<file path="config.mk">
export PLATFORM = sky130hd
export DESIGN_NAME = reg_file_sb
export DESIGN_NICKNAME = d
export VERILOG_FILES = /design/src/rtl/reg_file_sb_pkg.sv /design/src/rtl/reg_scoreboard.sv /design/src/rtl/reg_file_sb.sv
export SDC_FILE = /design/constraint.sdc
export NUM_CORES = 2
export LEC_CHECK = 0
export CAP_MARGIN = 20
export CORE_MARGIN = 5
export CORE_UTILIZATION = 35
export CTS_BUF_LIST = sky130_fd_sc_hd__clkbuf_2
export CTS_CLUSTER_SIZE = 20
export DETAILED_ROUTE_END_ITERATION = 10
export GPL_ROUTABILITY_DRIVEN = 0
export PLACE_DENSITY_LB_ADDON = 0.3
export SYNTH_ARGS = -nofsm -noshare
export SYNTH_HDL_FRONTEND = slang
export SYNTH_SLANG_ARGS = --single-unit
</file>
<file path="constraint.sdc">
create_clock -name clk -period 12.3 [get_ports clk]
set_input_delay 3.075 -clock clk [delete_from_list [all_inputs] [get_ports clk]]
set_output_delay 3.075 -clock clk [all_outputs]
set_load 0.01 [all_outputs]
</file>
<file path="src/rtl/reg_file_sb_pkg.sv">
// reg_file_sb_pkg: shared defaults and address type for the register file with write-pending scoreboard
package reg_file_sb_pkg;
    localparam int XLEN_DEF = 32;
    localparam int NREG_DEF = 32;
    localparam int AW_DEF   = $clog2(NREG_DEF);
    typedef logic [AW_DEF-1:0] reg_addr_t;
endpackage

</file>
<file path="src/rtl/reg_scoreboard.sv">
// reg_scoreboard: busy vector, busy counter and RAW/WAW hazard; same-cycle writeback forwarding under REGFILE_BYPASS_EN
module reg_scoreboard
    import reg_file_sb_pkg::*;
#(
    parameter  int NREG = NREG_DEF,
    localparam int AW   = $clog2(NREG)
) (
    input  logic          clk,
    input  logic          rst,
    input  logic [AW-1:0] rs1_addr,
    input  logic          rs1_use,
    input  logic [AW-1:0] rs2_addr,
    input  logic          rs2_use,
    input  logic          rsv_en,
    input  logic [AW-1:0] rsv_addr,
    input  logic          wb_en,
    input  logic [AW-1:0] wb_addr,
    output logic          hazard,
    output logic [AW:0]   busy_cnt
);
    logic [NREG-1:0] busy_q, busy_d;
    logic [AW:0]     cnt_q, cnt_d;
    logic            pend1, pend2, pendw, rsv_ok, wb_clr, inc, dec;
`ifdef REGFILE_BYPASS_EN
    // a writeback landing this cycle already resolves its register
    assign pend1 = busy_q[rs1_addr] & ~(wb_en & (wb_addr == rs1_addr));
    assign pend2 = busy_q[rs2_addr] & ~(wb_en & (wb_addr == rs2_addr));
    assign pendw = busy_q[rsv_addr] & ~(wb_en & (wb_addr == rsv_addr));
`else
    assign pend1 = busy_q[rs1_addr];
    assign pend2 = busy_q[rs2_addr];
    assign pendw = busy_q[rsv_addr];
`endif
    assign hazard   = (rs1_use & pend1) | (rs2_use & pend2) | (rsv_en & pendw);
    assign rsv_ok   = rsv_en & ~hazard & (rsv_addr != '0);
    assign wb_clr   = wb_en & (wb_addr != '0);
    assign inc      = rsv_ok & ~busy_q[rsv_addr];
    assign dec      = wb_clr & busy_q[wb_addr] & ~(rsv_ok & (rsv_addr == wb_addr));
    assign cnt_d    = cnt_q + (AW+1)'(inc) - (AW+1)'(dec);
    assign busy_cnt = cnt_q;
    // clear on writeback first so a same-register reservation wins (new producer)
    always_comb begin
        busy_d = busy_q;
        if (wb_clr) busy_d[wb_addr] = 1'b0;
        if (rsv_ok) busy_d[rsv_addr] = 1'b1;
    end
    // busy vector and its population counter
    always_ff @(posedge clk or negedge rst) begin
        if (!rst) begin
            busy_q <= '0;
            cnt_q  <= '0;
        end else begin
            busy_q <= busy_d;
            cnt_q  <= cnt_d;
        end
    end
endmodule

</file>
<file path="src/rtl/reg_file_sb.sv">
// reg_file_sb: NREG x XLEN register file, two combinational reads, one write, write-pending scoreboard; REGFILE_BYPASS_EN enables writeback-to-read forwarding
module reg_file_sb
    import reg_file_sb_pkg::*;
#(
    parameter  int XLEN = XLEN_DEF,
    parameter  int NREG = NREG_DEF,
    localparam int AW   = $clog2(NREG)
) (
    input  logic            clk,
    input  logic            rst,
    input  logic [AW-1:0]   rs1_addr,
    input  logic            rs1_use,
    input  logic [AW-1:0]   rs2_addr,
    input  logic            rs2_use,
    output logic [XLEN-1:0] rs1_data,
    output logic [XLEN-1:0] rs2_data,
    input  logic            rsv_en,
    input  logic [AW-1:0]   rsv_addr,
    input  logic            wb_en,
    input  logic [AW-1:0]   wb_addr,
    input  logic [XLEN-1:0] wb_data,
    output logic            hazard,
    output logic [AW:0]     busy_cnt
);
    logic [XLEN-1:0] mem_q [NREG];
    logic            fwd1, fwd2;
`ifdef REGFILE_BYPASS_EN
    assign fwd1 = wb_en & (wb_addr == rs1_addr);
    assign fwd2 = wb_en & (wb_addr == rs2_addr);
`else
    assign fwd1 = 1'b0;
    assign fwd2 = 1'b0;
`endif
    // x0 is hard-wired to zero regardless of array contents or forwarding
    always_comb begin
        rs1_data = (rs1_addr == '0) ? '0 : fwd1 ? wb_data : mem_q[rs1_addr];
        rs2_data = (rs2_addr == '0) ? '0 : fwd2 ? wb_data : mem_q[rs2_addr];
    end
    // data array; writes to x0 are dropped
    always_ff @(posedge clk or negedge rst) begin
        if (!rst) begin
            for (int i = 0; i < NREG; i++) mem_q[i] <= '0;
        end else if (wb_en && wb_addr != '0) begin
            mem_q[wb_addr] <= wb_data;
        end
    end
    reg_scoreboard #(.NREG(NREG)) u_sb (
        .clk     (clk),
        .rst     (rst),
        .rs1_addr(rs1_addr),
        .rs1_use (rs1_use),
        .rs2_addr(rs2_addr),
        .rs2_use (rs2_use),
        .rsv_en  (rsv_en),
        .rsv_addr(rsv_addr),
        .wb_en   (wb_en),
        .wb_addr (wb_addr),
        .hazard  (hazard),
        .busy_cnt(busy_cnt)
    );
endmodule
</file>
## After elaboration in Yosys (flattened, before gate mapping)

Index checks and enable logic that the tools add are counted.

- Add/sub/neg operators: 2
- Magnitude comparators: 10
- Equality and inequality tests: 1
- Multiplexer cells: 25
- Bitwise gates (word level): 21
- Reductions and logical operators: 8

Operators by type and width:

| kind | number |
|---|---|
| bitwise mux 1024 bit | 1 |
| binary-select mux 32 bit (select 5 bit) | 2 |
| 2-to-1 mux 32 bit | 9 |
| demux 32 bit (select 5 bit) | 1 |
| bitwise AND 32 bit | 1 |
| inverter 32 bit | 1 |
| bitwise OR 32 bit | 1 |
| less-than comparator 5 x 6 -> 1 bit, second input constant | 4 |
| binary-select mux 1 bit (select 5 bit) | 4 |
| greater-or-equal comparator 6 bit, second input constant | 3 |
| inverter 5 -> 6 bit | 3 |
| bitwise AND 1 bit | 10 |
| demux 1 bit (select 5 bit) | 2 |
| greater-or-equal comparator 5 x 1 -> 1 bit, second input constant | 2 |
| logical NOT 5 bit | 2 |
| nonzero test 5 bit | 2 |
| adder 6 x 1 -> 6 bit | 1 |
| less-than comparator 6 x 1 -> 1 bit, second input constant | 1 |
| 2-to-1 mux 1 bit | 6 |
| subtractor 6 x 1 -> 6 bit | 1 |
| == test 5 bit | 1 |
| logical AND 1 bit | 4 |
| inverter 1 bit | 3 |
| bitwise OR 1 bit | 2 |

- Register bits after elaboration: 1062
- Input port bits: 58
- Output and inout bits: 71

## Logic depth before layout (Yosys ltp)

- Depth after elaboration: 12
- Gate-level depth with buffers: 17
- Depth with buffers taken out: 13

## Modules after synthesis

Synthesis repeated with hierarchy kept, for this count alone.

- Cell total of the unflattened synthesis: 3892
- Area, all modules: 58287.2 µm²

By module, submodules not included:

| module | instances | cells an instance | area each (µm²) | seq. area each (µm²) |
|---|---|---|---|---|
| reg_file_sb | 1 | 3613 | 54996.5 | 25624.6 |
| reg_scoreboard | 1 | 279 | 3290.7 | 950.9 |

## Worst setup path before layout

OpenSTA, ideal clock, no wires.

- Kind: input port to output port
- Start: input rs2_addr[0]
- End: output rs2_data[22]
- Arrival time: 5.238 ns
- Data required time: 9.225 ns
- Slack: 3.987 ns
- Cell stages on the path: 8
- Path buffers: 4
- Cell sequence: buf_2 -> buf_4 -> buf_2 -> buf_2 -> mux4_2 -> mux4_2 -> mux2i_1 -> nor2_1

- Longest elaborated chain between the ends: 5
- Elaborated cells between the ends (all ways): 6

Ends and longest elaborated chain:

| item | RTL line | RTL |
|---|---|---|
| start, declared | reg_file_sb.sv:13 | `input logic [AW-1:0] rs2_addr,` |
| inverter 5 -> 6 bit (implied by the code) | reg_file_sb.sv:37 | `rs2_data = (rs2_addr == '0) ? '0 : fwd2 ? wb_data : mem_q[rs2_addr];` |
| binary-select mux 32 bit (select 5 bit) | reg_file_sb.sv:37 |  |
| 2-to-1 mux 32 bit (implied by the code) (2 in series) | reg_file_sb.sv:37 |  |
| 2-to-1 mux 32 bit (*) | reg_file_sb.sv:37 |  |
| end, declared | reg_file_sb.sv:16 | `output logic [XLEN-1:0] rs2_data,` |

Every way passes the cells marked *; elsewhere a longest branch is shown, timed or not. The select of a mux whose other input is x is not followed.

## Worst setup path in the final report

- Start: input rs1_addr[1]
- End: output hazard

- Longest elaborated chain between the ends: 5

Ends and longest elaborated chain:

| item | RTL line | RTL |
|---|---|---|
| start, declared | reg_file_sb.sv:11 | `input logic [AW-1:0] rs1_addr,` |
| binary-select mux 1 bit (select 5 bit) | reg_scoreboard.sv:30 | `assign pend1 = busy_q[rs1_addr];` |
| 2-to-1 mux 1 bit (implied by the code) | reg_scoreboard.sv:30 |  |
| bitwise AND 1 bit | reg_scoreboard.sv:34 | `assign hazard = (rs1_use & pend1) \| (rs2_use & pend2) \| (rsv_en & pendw);` |
| bitwise OR 1 bit (2 in series) | reg_scoreboard.sv:34 |  |
| end, declared | reg_file_sb.sv:22 | `output logic hazard,` |

Every way passes these cells. The select of a mux whose other input is x is not followed.

==> impl_metrics.toml <==
[status]
status = "finished, final reports clean"

[timing]
setup_viol = 0
fmax_mhz = 102.5
timing.final.crit_share = 0.7932
hold_viol = 0
finalClockSkew_ps = 95.18
worstMarginPinSlew_ps = 1159
rsz0062_at_grt = "false"
slew_headroom = 0.2272
fin_crit_ps = 9756
setup_ws_ps = 2544
drv_slew = 0
setup_tns_ps = 0

[floorplanning]
die_area_um2 = 171000
num_io_pins = 129
die_h_um = 413.6
num_rows = 148
core-area_um2 = 162400
die_w_um = 413.6
floorplan.initialDensity = 0.3510

[yosys]
syn_area_per_cell_um2 = 16.20
synthTopCellsByCount = "dfrtp_1, mux2_2, mux4_2"
synth_top_area_frac = 0.4662
yosysWarnings = 0
ys_async_sr_fraction = 1.000
yosys.area.top_type = "dfrtp_1"
yosys_register_bits = 1062
seq_area_frac_synth = 0.4662
synthesis.area_um2 = 57000
synth_nets = 3583
synth_cells = 3518
ys.flop_type = "dfrtp_1"
synthTopCellsByArea = "dfrtp_1, mux4_2, mux2_2"
yosysMostFrequentCell = "dfrtp_1"
synth_edf_count = 0
synth_cell_types = 47

[finish]
drive_above_1_share = 0.5902
area_growth_pct = 9.812
final_nets = 3661
final_core_util = 0.3854
final_cells = 5945

[global_routing]
grt_pass1_vias = 36820
overflow = 0
grt_max_degree = 175
grt_pass1_wl_mm = 253.7
antenna_found_initial = 15
grtUsageTotal = 0.2023

[worst_setup_path]
reg2reg_slack_ps = 8070
crit_required_ps = 9220
crit_fanout = 81
start_kind = "primary input"
r2r_cells = 13
end_kind = "primary output"
rr_startpoint = "u_sb.busy_q[31]"
cp.arrival_ps = 6680
worstReg2RegEnd = "u_sb.busy_cnt[4]"
crit_type = "primary input to primary output"

[cts]
cts_inserted_buffers = 297
cts.reportedPaths.clkPinSlew_ps = 90
cts_setup_buffers = 0
cts_max_level = 5
hold_buffers = 0
root_buffer = "clkbuf_2"
clock_latency_ps = 1590
clock-sinks = 1062
cts_resized = 0
clock_path_buffers = 4
cts_tree = "yes"

[placed_design]
dp_hpwl_mm = 89.07
numPlacedInstances = 5470
place_worst_setup_slack_ps = 2583
port_buffers = 128

[route]
post-route-drc-count = 0
antenna_left = 0
wl_mm = 170.2
routedWlPerCell_um = 28.63
viasPerCell = 5.754
vias = 34210
drt-pass1-iter-count = 5
drtIter0Drc = 2646

[job]
max-cap-violations = 0

[power]
ir_drop_mv = 0.1026
total_power_mw = 9.409
total_leakage_power_nw = 26.99
power.density_nw_per_um2 = 150.3

[min_path]
holdPathStages = 0
holdPathEnd = "mem_q[1014]"
min-delay-start = "mem_q[1014]"
hp-class = "flip-flop to flip-flop"
-- metal layers --
metal | up-vias | wire, um | global-route usage | part of all wire
met5 | - | 44 | 0 | 0.00026
met4 | 6 | 6251 | 0.08004 | 0.037
met3 | 360 | 9272 | 0.04122 | 0.054
met2 | 1103 | 82840 | 0.3270 | 0.49
met1 | 18710 | 71820 | 0.2687 | 0.42
li1 | 14030 | - | - | -
-- kinds of logic after synthesis --
kind of cell	Yosys count	share of synthesized area
compound gates	75	0.01043
xor+xnor	5	0.0007682
fa+ha+maj	7	0.001668
flops	1062	0.4662
buf+inv	424	0.03005
simple gates	210	0.01725
mux	1735	0.4736
-- flip-flops by register name, indices dropped and copies added, names as in the netlist --
name / cells
mem_q: 1024
u_sb.busy_cnt: 6
u_sb.busy_q: 32
-- worst max path at each step --
stage                      startpoint            to  slack (ps)  cells after the start
after detailed placement  rsv_addr[0]        hazard        2580                      8
after floorplan           rs2_addr[0]  rs2_data[22]        3990                      8
after global placement    rs1_addr[1]        hazard        2580                      8
final                     rs1_addr[1]        hazard        2540                      8
after global routing      rs1_addr[1]        hazard        2440                      8
after CTS                 rs1_addr[1]        hazard        2570                      8
-- metrics by stage --
| step | area, um^2 | hold slack (ps) |
|---|---|---|
| 6_report | 62590 | 399.4 |
| 5_1_grt | 62590 | 419.0 |
| 4_1_cts | 62510 | 405.3 |
| 3_5_place_dp | 60230 | 382.3 |
| 3_3_place_gp | 60230 | 376.3 |
| 2_1_floorplan | 57000 | 441.3 |
-- worst max-delay path: stages --
cell,delay [ps]
buf_8,560
buf_4,670
mux4_2,580
mux2_2,290
o221ai_2,460
nor2_4,50
or2_2,320
clkdlybuf4s50_1,500
-- report_power, final --
group          total [mW]  leakage, nW  internal, mW  switching [mW]
clock network        2.39         1.83         0.901            1.49
registers            4.64         13.6          4.16           0.483
logic                2.38         11.5          1.48           0.894
total                9.41         27.0          6.54            2.87
-- placed cells by master (no fill, tap or decap), types with 7 or more instances in the layout --
master	count
inv_1	13
nor2_4	13
clkinv_1	41
nand2_4	19
dfrtp_1	1062
nand4_1	10
o21ai_0	28
mux4_2	670
clkbuf_2	411
or3_1	12
mux2i_1	69
o31ai_2	19
nor2_1	74
clkinv_2	7
buf_12	14
nor3_1	11
clkdlybuf4s50_1	118
nand2_1	32
diode_2	10
buf_4	48
mux2_2	996
-- cell type report --
type	count	area (um^2)
flip-flops and latches	1062	26580
multi-input cells	2032	28950
fillers	15210	99810
repair buffers	189	1974
inverters	14	57.56
clock inverters	52	230.2
well taps	2175	2721
diodes	10	25.02
clock buffers	411	2057
Note: power is estimated with default switching activity, not from simulation.
